[config.mk]
export PLATFORM = sky130hd
export DESIGN_NAME = sd_request_arbiter_flat
export DESIGN_NICKNAME = d
export VERILOG_FILES = /design/src/rtl/sd_request_arbiter_if.sv /design/src/rtl/sd_request_arbiter.sv /design/src/flat_wrapper.sv
export SDC_FILE = /design/constraint.sdc
export NUM_CORES = 1
export LEC_CHECK = 0
export ABC_CLOCK_PERIOD_IN_PS = 4100
export CAP_MARGIN = 10
export CORE_MARGIN = 2
export CORE_UTILIZATION = 38
export CTS_CLUSTER_DIAMETER = 40
export DETAILED_ROUTE_END_ITERATION = 6
export DONT_BUFFER_PORTS = 1
export PLACE_DENSITY_LB_ADDON = 0.3
export SLEW_MARGIN = 10
export SYNTH_ARGS = -nofsm -noshare
export SYNTH_HDL_FRONTEND = slang
export SYNTH_SLANG_ARGS = --single-unit
export TNS_END_PERCENT = 30
[constraint.sdc]
create_clock -name clk_sys -period 4.1 [get_ports clk_sys]
set_input_delay 0.82 -clock clk_sys [delete_from_list [all_inputs] [get_ports clk_sys]]
set_output_delay 0.82 -clock clk_sys [all_outputs]
set_load 0.05 [all_outputs]
[src/rtl/sd_request_arbiter_if.sv]
`default_nettype none
// ============================================================================
//  Module      : sd_request_arbiter_if
//  Description : Bundle of the requester-side and host-side signals of the
//                SD image channel arbiter.
//                slave  modport : seen from the arbiter
//                master modport : seen from the requesters and host
//  Ports       : req_rd/req_wr/req_lba      requester commands (level)
//                req_done/req_err           completion pulses to requesters
//                grant_valid/grant_id       current channel owner
//                sd_rd/sd_wr/sd_lba         command toward the host
//                sd_ack/sd_done/sd_buff_wr  host handshake and data strobe
//                own_buff_wr                data strobe steered to the owner
//  Revision    : 1.0 - initial release
// ============================================================================
interface sd_request_arbiter_if #(
    parameter int NUM_REQ = 3,
    parameter int LBA_W   = 32
);
    localparam int ID_W = $clog2(NUM_REQ);

    logic [NUM_REQ-1:0]            req_rd;
    logic [NUM_REQ-1:0]            req_wr;
    logic [NUM_REQ-1:0][LBA_W-1:0] req_lba;
    logic [NUM_REQ-1:0]            req_done;
    logic [NUM_REQ-1:0]            req_err;
    logic                          grant_valid;
    logic [ID_W-1:0]               grant_id;
    logic                          sd_rd;
    logic                          sd_wr;
    logic [LBA_W-1:0]              sd_lba;
    logic                          sd_ack;
    logic                          sd_done;
    logic                          sd_buff_wr;
    logic [NUM_REQ-1:0]            own_buff_wr;

    modport slave (
        input  req_rd, req_wr, req_lba, sd_ack, sd_done, sd_buff_wr,
        output req_done, req_err, grant_valid, grant_id,
               sd_rd, sd_wr, sd_lba, own_buff_wr
    );

    modport master (
        output req_rd, req_wr, req_lba, sd_ack, sd_done, sd_buff_wr,
        input  req_done, req_err, grant_valid, grant_id,
               sd_rd, sd_wr, sd_lba, own_buff_wr
    );
endinterface
`default_nettype wire

[src/rtl/sd_request_arbiter.sv]
`default_nettype none
// ============================================================================
//  Module      : sd_request_arbiter
//  Description : Round-robin owner of the single SD image channel. Grants one
//                block requester at a time, drives the host command
//                handshake, holds the grant until the host reports the sector
//                transfer done and steers the host data strobe to the owner.
//                A watchdog aborts a command the host never acknowledges.
//  Ports       : clk_sys  - system clock, rising edge
//                reset_n  - asynchronous reset, active low
//                bus      - sd_request_arbiter_if.slave (requesters + host)
//  Revision    : 1.0 - initial release
// ============================================================================
module sd_request_arbiter #(
    parameter int NUM_REQ = 3,
    parameter int LBA_W   = 32,
    parameter int TIMEOUT = 2**20
) (
    input  wire logic             clk_sys,
    input  wire logic             reset_n,
    sd_request_arbiter_if.slave   bus
);
    localparam int ID_W = $clog2(NUM_REQ);
    localparam int WD_W = $clog2(TIMEOUT);
    localparam logic [WD_W-1:0] WD_LAST = WD_W'(TIMEOUT - 1);
    localparam logic [ID_W-1:0] ID_LAST = ID_W'(NUM_REQ - 1);

    typedef enum logic [1:0] {
        S_IDLE    = 2'd0,
        S_ISSUE   = 2'd1,
        S_BUSY    = 2'd2,
        S_RELEASE = 2'd3
    } state_t;

    state_t            state_q, state_d;
    logic [ID_W-1:0]   rr_q, rr_d;
    logic [ID_W-1:0]   gid_q, gid_d;
    logic [LBA_W-1:0]  lba_q, lba_d;
    logic              op_rd_q, op_rd_d;
    logic              err_q, err_d;
    logic [WD_W-1:0]   wd_q, wd_d;

    logic [NUM_REQ-1:0] w_pend;
    logic               w_found;
    logic [ID_W-1:0]    w_win;
    logic [ID_W:0]      w_sum;
    logic [ID_W-1:0]    w_cand;

    assign w_pend = bus.req_rd | bus.req_wr;

    // Scan from the round-robin pointer upward; the sum never exceeds
    // 2*(NUM_REQ-1), so one conditional subtraction performs the wrap.
    always_comb begin
        w_found = 1'b0;
        w_win   = '0;
        w_sum   = '0;
        w_cand  = '0;
        for (int k = 0; k < NUM_REQ; k++) begin
            w_sum = {1'b0, rr_q} + (ID_W+1)'(k);
            if (w_sum >= (ID_W+1)'(NUM_REQ)) begin
                w_sum = w_sum - (ID_W+1)'(NUM_REQ);
            end
            w_cand = w_sum[ID_W-1:0];
            if (!w_found && w_pend[w_cand]) begin
                w_found = 1'b1;
                w_win   = w_cand;
            end
        end
    end

    always_comb begin
        state_d = state_q;
        rr_d    = rr_q;
        gid_d   = gid_q;
        lba_d   = lba_q;
        op_rd_d = op_rd_q;
        err_d   = err_q;
        wd_d    = wd_q;
        case (state_q)
            S_IDLE: begin
                if (w_found) begin
                    gid_d   = w_win;
                    lba_d   = bus.req_lba[w_win];
                    // Read takes priority when both levels are set.
                    op_rd_d = bus.req_rd[w_win];
                    err_d   = 1'b0;
                    wd_d    = '0;
                    state_d = S_ISSUE;
                end
            end
            S_ISSUE: begin
                // An sd_done coinciding with the ack is deliberately dropped.
                if (bus.sd_ack) begin
                    state_d = S_BUSY;
                end else if (wd_q == WD_LAST) begin
                    err_d   = 1'b1;
                    state_d = S_RELEASE;
                end else begin
                    wd_d = wd_q + WD_W'(1);
                end
            end
            S_BUSY: begin
                if (bus.sd_done) begin
                    state_d = S_RELEASE;
                end
            end
            S_RELEASE: begin
                rr_d    = (gid_q == ID_LAST) ? '0 : gid_q + ID_W'(1);
                err_d   = 1'b0;
                state_d = S_IDLE;
            end
            default: state_d = S_IDLE;
        endcase
    end

    always_ff @(posedge clk_sys or negedge reset_n) begin
        if (!reset_n) begin
            state_q <= S_IDLE;
            rr_q    <= '0;
            gid_q   <= '0;
            lba_q   <= '0;
            op_rd_q <= 1'b0;
            err_q   <= 1'b0;
            wd_q    <= '0;
        end else begin
            state_q <= state_d;
            rr_q    <= rr_d;
            gid_q   <= gid_d;
            lba_q   <= lba_d;
            op_rd_q <= op_rd_d;
            err_q   <= err_d;
            wd_q    <= wd_d;
        end
    end

    // Outputs decode directly from registered state so an asynchronous
    // reset clears them without waiting for a clock edge.
    assign bus.grant_valid = (state_q != S_IDLE);
    assign bus.grant_id    = gid_q;
    assign bus.sd_rd       = (state_q == S_ISSUE) &&  op_rd_q;
    assign bus.sd_wr       = (state_q == S_ISSUE) && !op_rd_q;
    assign bus.sd_lba      = lba_q;

    generate
        for (genvar i = 0; i < NUM_REQ; i++) begin : g_req
            logic w_owner;
            assign w_owner             = (gid_q == ID_W'(i));
            assign bus.req_done[i]     = (state_q == S_RELEASE) && w_owner;
            assign bus.req_err[i]      = (state_q == S_RELEASE) && w_owner && err_q;
            assign bus.own_buff_wr[i]  = bus.sd_buff_wr && (state_q != S_IDLE) && w_owner;
        end
    endgenerate

endmodule
`default_nettype wire
[src/flat_wrapper.sv]
// flat-port wrapper written by rule: the top's interface ports become plain ports
module sd_request_arbiter_flat 
#(
    parameter int NUM_REQ = 3,
    parameter int LBA_W   = 32,
    parameter int TIMEOUT = 2**20
)
  (clk_sys, reset_n, bus_req_rd, bus_req_wr, bus_req_lba, bus_sd_ack, bus_sd_done, bus_sd_buff_wr, bus_req_done, bus_req_err, bus_grant_valid, bus_grant_id, bus_sd_rd, bus_sd_wr, bus_sd_lba, bus_own_buff_wr);
  sd_request_arbiter_if #(.NUM_REQ(NUM_REQ), .LBA_W(LBA_W)) bus_i ();
  input  wire logic clk_sys;
  input  wire logic reset_n;
  input wire logic [$bits(bus_i.req_rd)-1:0] bus_req_rd;
  input wire logic [$bits(bus_i.req_wr)-1:0] bus_req_wr;
  input wire logic [$bits(bus_i.req_lba)-1:0] bus_req_lba;
  input wire logic [$bits(bus_i.sd_ack)-1:0] bus_sd_ack;
  input wire logic [$bits(bus_i.sd_done)-1:0] bus_sd_done;
  input wire logic [$bits(bus_i.sd_buff_wr)-1:0] bus_sd_buff_wr;
  output wire logic [$bits(bus_i.req_done)-1:0] bus_req_done;
  output wire logic [$bits(bus_i.req_err)-1:0] bus_req_err;
  output wire logic [$bits(bus_i.grant_valid)-1:0] bus_grant_valid;
  output wire logic [$bits(bus_i.grant_id)-1:0] bus_grant_id;
  output wire logic [$bits(bus_i.sd_rd)-1:0] bus_sd_rd;
  output wire logic [$bits(bus_i.sd_wr)-1:0] bus_sd_wr;
  output wire logic [$bits(bus_i.sd_lba)-1:0] bus_sd_lba;
  output wire logic [$bits(bus_i.own_buff_wr)-1:0] bus_own_buff_wr;
  assign bus_i.req_rd = bus_req_rd;
  assign bus_i.req_wr = bus_req_wr;
  assign bus_i.req_lba = bus_req_lba;
  assign bus_i.sd_ack = bus_sd_ack;
  assign bus_i.sd_done = bus_sd_done;
  assign bus_i.sd_buff_wr = bus_sd_buff_wr;
  assign bus_req_done = bus_i.req_done;
  assign bus_req_err = bus_i.req_err;
  assign bus_grant_valid = bus_i.grant_valid;
  assign bus_grant_id = bus_i.grant_id;
  assign bus_sd_rd = bus_i.sd_rd;
  assign bus_sd_wr = bus_i.sd_wr;
  assign bus_sd_lba = bus_i.sd_lba;
  assign bus_own_buff_wr = bus_i.own_buff_wr;
  sd_request_arbiter #(.NUM_REQ(NUM_REQ), .LBA_W(LBA_W), .TIMEOUT(TIMEOUT)) u_core (.clk_sys(clk_sys), .reset_n(reset_n), .bus(bus_i));
endmodule
# Word level (Yosys, flattened, before mapping)
# Cells that the tools add are included.
[op_classes] addsub=7 order_cmp=7 n_eq_ne=12 muxes=33 bitwise_logic=1 n_reduce_logical=26
[op_table] cell="$bmux W32 S2" n=1
[op_table] cell="$mux W20" n=3
[op_table] cell="$pmux W20 S2" n=1
[op_table] cell="$mux W32" n=1
[op_table] cell="$mux W2" n=11
[op_table] cell="$add A20 B1 Y20 const B" n=1
[op_table] cell="$eq A20 B20 Y1 const B" n=1
[op_table] cell="$logic_and A1 B1 Y1" n=14
[op_table] cell="$lt A2 B3 Y1 const B" n=4
[op_table] cell="$mux W1" n=10
[op_table] cell="$bmux W1 S2" n=4
[op_table] cell="$pmux W2 S4" n=1
[op_table] cell="$reduce_and A4 Y1" n=2
[op_table] cell="$eq A2 B2 Y1 const B" n=3
[op_table] cell="$ge A3 B2 Y1 const B" n=2
[op_table] cell="$ne A2 B2 Y1 const B" n=3
[op_table] cell="$sub A2 B2 Y2 const B" n=3
[op_table] cell="$eq A2 B1 Y1 const B" n=2
[op_table] cell="$logic_not A2 Y1" n=2
[op_table] cell="$ne A2 B1 Y1 const B" n=2
[op_table] cell="$reduce_bool A2 Y1" n=2
[op_table] cell="$add A2 B1 Y3 const B" n=1
[op_table] cell="$add A2 B2 Y3 const B" n=1
[op_table] cell="$logic_not A1 Y1" n=3
[op_table] cell="other kinds (8)" n=8
[word_totals] reg_bits=60 inputBits=107 output_inout_bits=46

# Logic depth before layout (Yosys ltp)
[logic_depth] ltp_word=13 ltp_mapped=11 mapped_depth_nobuf=8

# Least setup slack after synthesis
# No wires, ideal clock.
[synth_timing] path_kind="register to output" start="reg u_core.gid_q[0] (netlist: u_core.bus.grant_id[0])" end="out bus_req_err[1]" arrival_ps=2576 setup_slack_ps=704 stages_incl_launch_ff=4 cell_sequence="dfrtp_1 inv_1 nor3_1 and2_1"
[synth_via] elab_chain_cells=3
[synth_rtl] item="start: declaration" line="sd_request_arbiter.sv:37" rtl="logic [ID_W-1:0] gid_q, gid_d;"
[synth_rtl] item="start signal: assignment" line="sd_request_arbiter.sv:128" rtl="gid_q <= gid_d;"
[synth_rtl] item="$eq A2 B1 Y1" line="sd_request_arbiter.sv:147" rtl="assign w_owner = (gid_q == ID_W'(i));"
[synth_rtl] item="$logic_and A1 B1 Y1"
[synth_rtl] item="via bus_req_done[1]" line="flat_wrapper.sv:18" rtl="output wire logic [$bits(bus_i.req_done)-1:0] bus_req_done;"
[synth_rtl] item="$logic_and A1 B1 Y1" line="sd_request_arbiter.sv:149" rtl="assign bus.req_err[i] = (state_q == S_RELEASE) && w_owner && err_q;"
[synth_rtl] item="end: declaration" line="flat_wrapper.sv:19" rtl="output wire logic [$bits(bus_i.req_err)-1:0] bus_req_err;"
# The timed path passes the listed nets, and every way through them passes these cells.

# Final worst setup path
[layout_timing] start="reg u_core.state_q[0]" end="out bus_own_buff_wr[2]"
[layout_via] elab_chain_cells=3
[layout_rtl] item="start: declaration" line="sd_request_arbiter.sv:35" rtl="state_t state_q, state_d;"
[layout_rtl] item="start signal: assignment" line="sd_request_arbiter.sv:126" rtl="state_q <= state_d;"
[layout_rtl] item="$reduce_bool A2 Y1"
[layout_rtl] item="via bus_grant_valid" line="flat_wrapper.sv:20" rtl="output wire logic [$bits(bus_i.grant_valid)-1:0] bus_grant_valid;"
[layout_rtl] item="$logic_and A1 B1 Y1 (2 in series)" line="sd_request_arbiter.sv:150" rtl="assign bus.own_buff_wr[i] = bus.sd_buff_wr && (state_q != S_IDLE) && w_owner;"
[layout_rtl] item="end: declaration" line="flat_wrapper.sv:25" rtl="output wire logic [$bits(bus_i.own_buff_wr)-1:0] bus_own_buff_wr;"
# The timed path passes the listed nets, and every way through them passes these cells.

==> key figures <==
Worst setup path
  • Crit path buf inv count: 2
  • Classification of the worst setup path: reg2out
  • Max FO, Critical Path: 9
  • Critical path cell sequence: inv_1 > ha_1 > inv_2 > nand2_1 > nor3b_2
  • Cell family contributing the most delay on the critical path: simple AND/OR/NAND/NOR gates
  • Cell with the biggest individual delay on the critical path: sky130_fd_sc_hd__nor3b_2
  • Critical path arrival: 2.56 ns
  • Critical Path RT: 3.28 ns
  • Delay of the slowest cell on the worst path: 0.71 ns
  • Sort of element at the end of the critical path: output pin
  • Startpoint types: register

Clocking
  • Clock network latency to the later pin of the worst-skew pair: 0.35 ns
  • # Post-CTS Setup Buffers: 0
  • H-tree lvl count: 3
  • Longest Clk Path Bufs: 2
  • Total number of clock tree sinks: 60
  • Number of buffers inserted by hold repair at cts: 0
  • Clock input transition at the sequential cells of the worst setup and hold paths: 0.08 ns
  • Clock tree from TritonCTS: yes
  • Cell at the root of the clock tree: sky130_fd_sc_hd__clkbuf_8
  • Count of instances resized after the clock tree is built: 0
  • Clock buffers created by TritonCTS: 9

Timing
  • Headroom to the max-slew limit: 34.4%
  • Unrepaired setup endpoints after global routing: false
  • Hold Vio Cnt, Final: 0
  • Worst clock skew: 0.0172 ns
  • Portion of the clock cycle consumed by the worst path in the final layout: 82.5%
  • Max-slew violation total from the final report: 0
  • Final setup slack of the worst path: 0.717 ns
  • Measured slew at the worst slew-check pin: 0.983 ns
  • Sum Neg Setup Slack: 0 ns
  • Minimum period implied by the final worst setup slack: 3.38 ns
  • Maximum operating frequency: 296 MHz
  • Finish-stage setup viols: 0

Synthesis
  • Number of register bits inferred by synthesis: 60
  • Net Count, Synth: 523
  • Post-synth ARST share: 100%
  • Post-Syn Instances: 408
  • Number of enable-type register cells in the synthesized netlist: 0
  • Post-synth top area share: 37.3%
  • Mean post-synth cell area: 9.86 sq um
  • Post-Syn Area: 0.00402 sq mm
  • Number of distinct standard cells referenced by the synthesized netlist: 64
  • Flip-flop cell with the highest count after synthesis: sky130_fd_sc_hd__dfrtp_1
  • Biggest area contributors in the synthesized netlist: sky130_fd_sc_hd__dfrtp_1, sky130_fd_sc_hd__o221ai_2, sky130_fd_sc_hd__mux2i_1, sky130_fd_sc_hd__nand2_1, sky130_fd_sc_hd__inv_1
  • Register area share after synthesis: 37.3%
  • Cell accounting for the most synthesized area: sky130_fd_sc_hd__dfrtp_1
  • Number of warnings reported in the yosys synthesis log: 0

Routing
  • Vias: 3148
  • DRC viols: 0
  • Final antenna-violating net count: 0
  • Average via count per standard cell: 5.78
  • DRT iter0 DRCs: 196
  • Wire length after detailed routing: 9720 um
  • Initial DRT Pass Iterations: 6
  • WL/cell: 17.8 um

Die
  • Core Rows: 37
  • Total Die Area: 0.0114 sq mm
  • Num ports: 153
  • Die Width: 107 um
  • Initial core utilization: 39.0%
  • Overall die height: 107 um
  • Core Area: 0.0103 sq mm

Finish
  • Share of cells above drive strength 1: 19.6%
  • Area added between synthesis and finish: 8.71%
  • Total non-filler cell area in the finished layout: 0.00437 sq mm
  • # diodes: 0
  • Layout Nets: 519
  • Fill cell count: 984

Place
  • Dpl cell area: 0.00415 sq mm
  • Number of port buffers: 0
  • Detail Placement HPWL: 7140 um
  • Setup slack at placement: 1.03 ns
  • Weighted congestion at the end of routability-driven global placement: 0.829

Flow run
  • Maximum capacitance violations: 0

Pwr
  • Static Leakage: 1.97 nW
  • Net Sw Power: 2.12 mW
  • Worst supply voltage drop on vdd: 315 uV
  • Power density normalized to cell area: 901 mW/mm^2
  • Power share of the clock group: 15.5%
  • Switching part of the total: 53.7%
  • Total power: 3.94 mW
  • Seq pwr share: 38.5%
  • Internal power: 1.82 mW
  • Combinational power share: 46.0%

Hold path
  • Kind of path behind the tightest hold check: in2async

Global routing
  • Pin count of the biggest net entering global routing: 61
  • Initial antenna violation count: 0
  • Overall fraction of global-route tracks in use: 17.2%
  • Number of global-route vias before repair: 3154
  • GR Overflow Total: 0
  • Global-route wire length before repair: 15500 um

Status
  • Run status: finished clean
[power groups by stage]
stage	sequential, mW	clock (mW)	combinational (mW)
floorplan	1.47	0	1.57
global placement	1.53	0	1.79
detailed placement	1.54	0	1.84
CTS	1.52	0.627	1.84
global route	1.54	0.657	1.99
finish	1.52	0.609	1.81
[worst paths after layout]
check	startpoint	endpoint	slack (ns)	cells after the start
min in group clk_sys	u_core.rr_q[0]	u_core.rr_q[0]	0.53	1
max	u_core.state_q[0]	bus_own_buff_wr[2]	0.72	5
max in group asynchronous	reset_n	u_core.op_rd_q	3.83	0
max reg2reg	u_core.rr_q[0]	u_core.bus.sd_lba[30]	1.07	9
min reg2reg	u_core.rr_q[0]	u_core.rr_q[0]	0.53	1
min	reset_n	u_core.bus.sd_lba[19]	0.16	0
[stage by stage]
stage	util (%)	hold WS, ns	cells
3_3_place_gp	40.2	0.494	529
3_5_place_dp	40.2	0.522	529
4_1_cts	42.4	0.138	545
6_report	42.4	0.156	545
5_1_grt	42.4	0.128	545
2_1_floorplan	-	0.474	408
[area by class of cell]
cell class	instances	area (sq um)	share of cell area [%]
clock buffers	9	124	2.83
clock inverters	7	100	2.29
inverters	43	161	3.69
multi-input cells	283	2260	51.8
flip-flops and latches	60	1500	34.3
well taps	136	170	3.89
repair buffers	7	52.6	1.20
[worst reg2reg max path, delay by kind of cell, from the launching register on]
family | cells | cell delay (ns)
AOI/OAI and AO/OA | 4 | 1.11
adders and majority gates | 1 | 0.53
and+or+nand+nor | 2 | 0.53
buffers and inverters | 2 | 0.40
DFF | 1 | 0.37
[sequential cells by signal (all words and copies together), names as in the netlist]
| name | cells |
|---|---|
| u_core.bus.grant_id | 2 |
| u_core.state_q | 2 |
| u_core.wd_q | 20 |
| u_core.err_q | 1 |
| u_core.rr_q | 2 |
| u_core.bus.sd_lba | 32 |
| u_core.op_rd_q | 1 |
[cell families after synthesis]
family          Yosys count  synth area share (%)
mux                      37                  9.36
compound gates           99                  24.7
flops                    60                  37.3
simple gates            135                  17.8
fa+ha+maj                 8                  2.49
xor+xnor                  4                 0.871
buf+inv                  65                  7.46
[cells in the mapped netlist, types with 2 or more instances]
cell / count
sky130_fd_sc_hd__mux2i_1: 35
sky130_fd_sc_hd__a21o_1: 2
sky130_fd_sc_hd__inv_2: 2
sky130_fd_sc_hd__o32a_1: 2
sky130_fd_sc_hd__a21oi_2: 3
sky130_fd_sc_hd__nor3_1: 7
sky130_fd_sc_hd__o221ai_1: 4
sky130_fd_sc_hd__a211oi_1: 3
sky130_fd_sc_hd__buf_4: 2
sky130_fd_sc_hd__o211ai_1: 2
sky130_fd_sc_hd__and3_1: 5
sky130_fd_sc_hd__nand2b_1: 3
sky130_fd_sc_hd__o21ai_0: 7
sky130_fd_sc_hd__o221ai_2: 29
sky130_fd_sc_hd__buf_2: 15
sky130_fd_sc_hd__nor2b_1: 3
sky130_fd_sc_hd__nand2_1: 51
sky130_fd_sc_hd__or4_1: 5
sky130_fd_sc_hd__inv_1: 41
sky130_fd_sc_hd__a211oi_4: 2
sky130_fd_sc_hd__o31ai_1: 6
sky130_fd_sc_hd__or3_4: 2
sky130_fd_sc_hd__nand3_1: 6
sky130_fd_sc_hd__nor2_1: 21
sky130_fd_sc_hd__buf_6: 4
sky130_fd_sc_hd__ha_1: 8
sky130_fd_sc_hd__xnor2_1: 4
sky130_fd_sc_hd__o22ai_1: 3
sky130_fd_sc_hd__dfrtp_1: 60
sky130_fd_sc_hd__a21oi_1: 17
sky130_fd_sc_hd__a31oi_1: 2
sky130_fd_sc_hd__and2_1: 8
sky130_fd_sc_hd__nor3b_1: 2
sky130_fd_sc_hd__nand4_1: 8
sky130_fd_sc_hd__and4_1: 4
sky130_fd_sc_hd__o21ai_4: 2
[cells in the final DEF, fill, tap and decap left out, types with 2 or more instances in the layout]
cell type,instances
sky130_fd_sc_hd__nand2b_1,3
sky130_fd_sc_hd__mux2i_1,35
sky130_fd_sc_hd__a211oi_4,2
sky130_fd_sc_hd__o221ai_1,4
sky130_fd_sc_hd__a21oi_1,17
sky130_fd_sc_hd__nor3_1,5
sky130_fd_sc_hd__o211ai_1,2
sky130_fd_sc_hd__nand4_1,8
sky130_fd_sc_hd__nor2_1,21
sky130_fd_sc_hd__a31oi_1,2
sky130_fd_sc_hd__bufinv_16,2
sky130_fd_sc_hd__o221ai_2,29
sky130_fd_sc_hd__inv_2,2
sky130_fd_sc_hd__and4_1,4
sky130_fd_sc_hd__or3_4,2
sky130_fd_sc_hd__clkinv_4,3
sky130_fd_sc_hd__o21ai_0,7
sky130_fd_sc_hd__a21oi_2,2
sky130_fd_sc_hd__a211oi_1,3
sky130_fd_sc_hd__o31ai_1,6
sky130_fd_sc_hd__ha_1,8
sky130_fd_sc_hd__and3_1,5
sky130_fd_sc_hd__buf_4,7
sky130_fd_sc_hd__o22ai_1,3
sky130_fd_sc_hd__dfrtp_1,60
sky130_fd_sc_hd__nor2b_1,3
sky130_fd_sc_hd__inv_1,41
sky130_fd_sc_hd__o21ai_4,2
sky130_fd_sc_hd__and2_1,8
sky130_fd_sc_hd__nand3_1,6
sky130_fd_sc_hd__nor3_2,3
sky130_fd_sc_hd__xnor2_1,4
sky130_fd_sc_hd__nand2_1,51
sky130_fd_sc_hd__or4_1,5
sky130_fd_sc_hd__a21o_1,2
sky130_fd_sc_hd__clkbuf_8,9
[layer usage]
layer | global-route usage [%] | share of wire (%) | up-vias
li1 | - | - | 1486
met1 | 20.1 | 42 | 1523
met2 | 29.7 | 49 | 125
met3 | 5.17 | 7.5 | 14
met4 | 6.49 | 1.4 | 0
met5 | 0 | 0 | -
(Power assumes the default switching activity.)
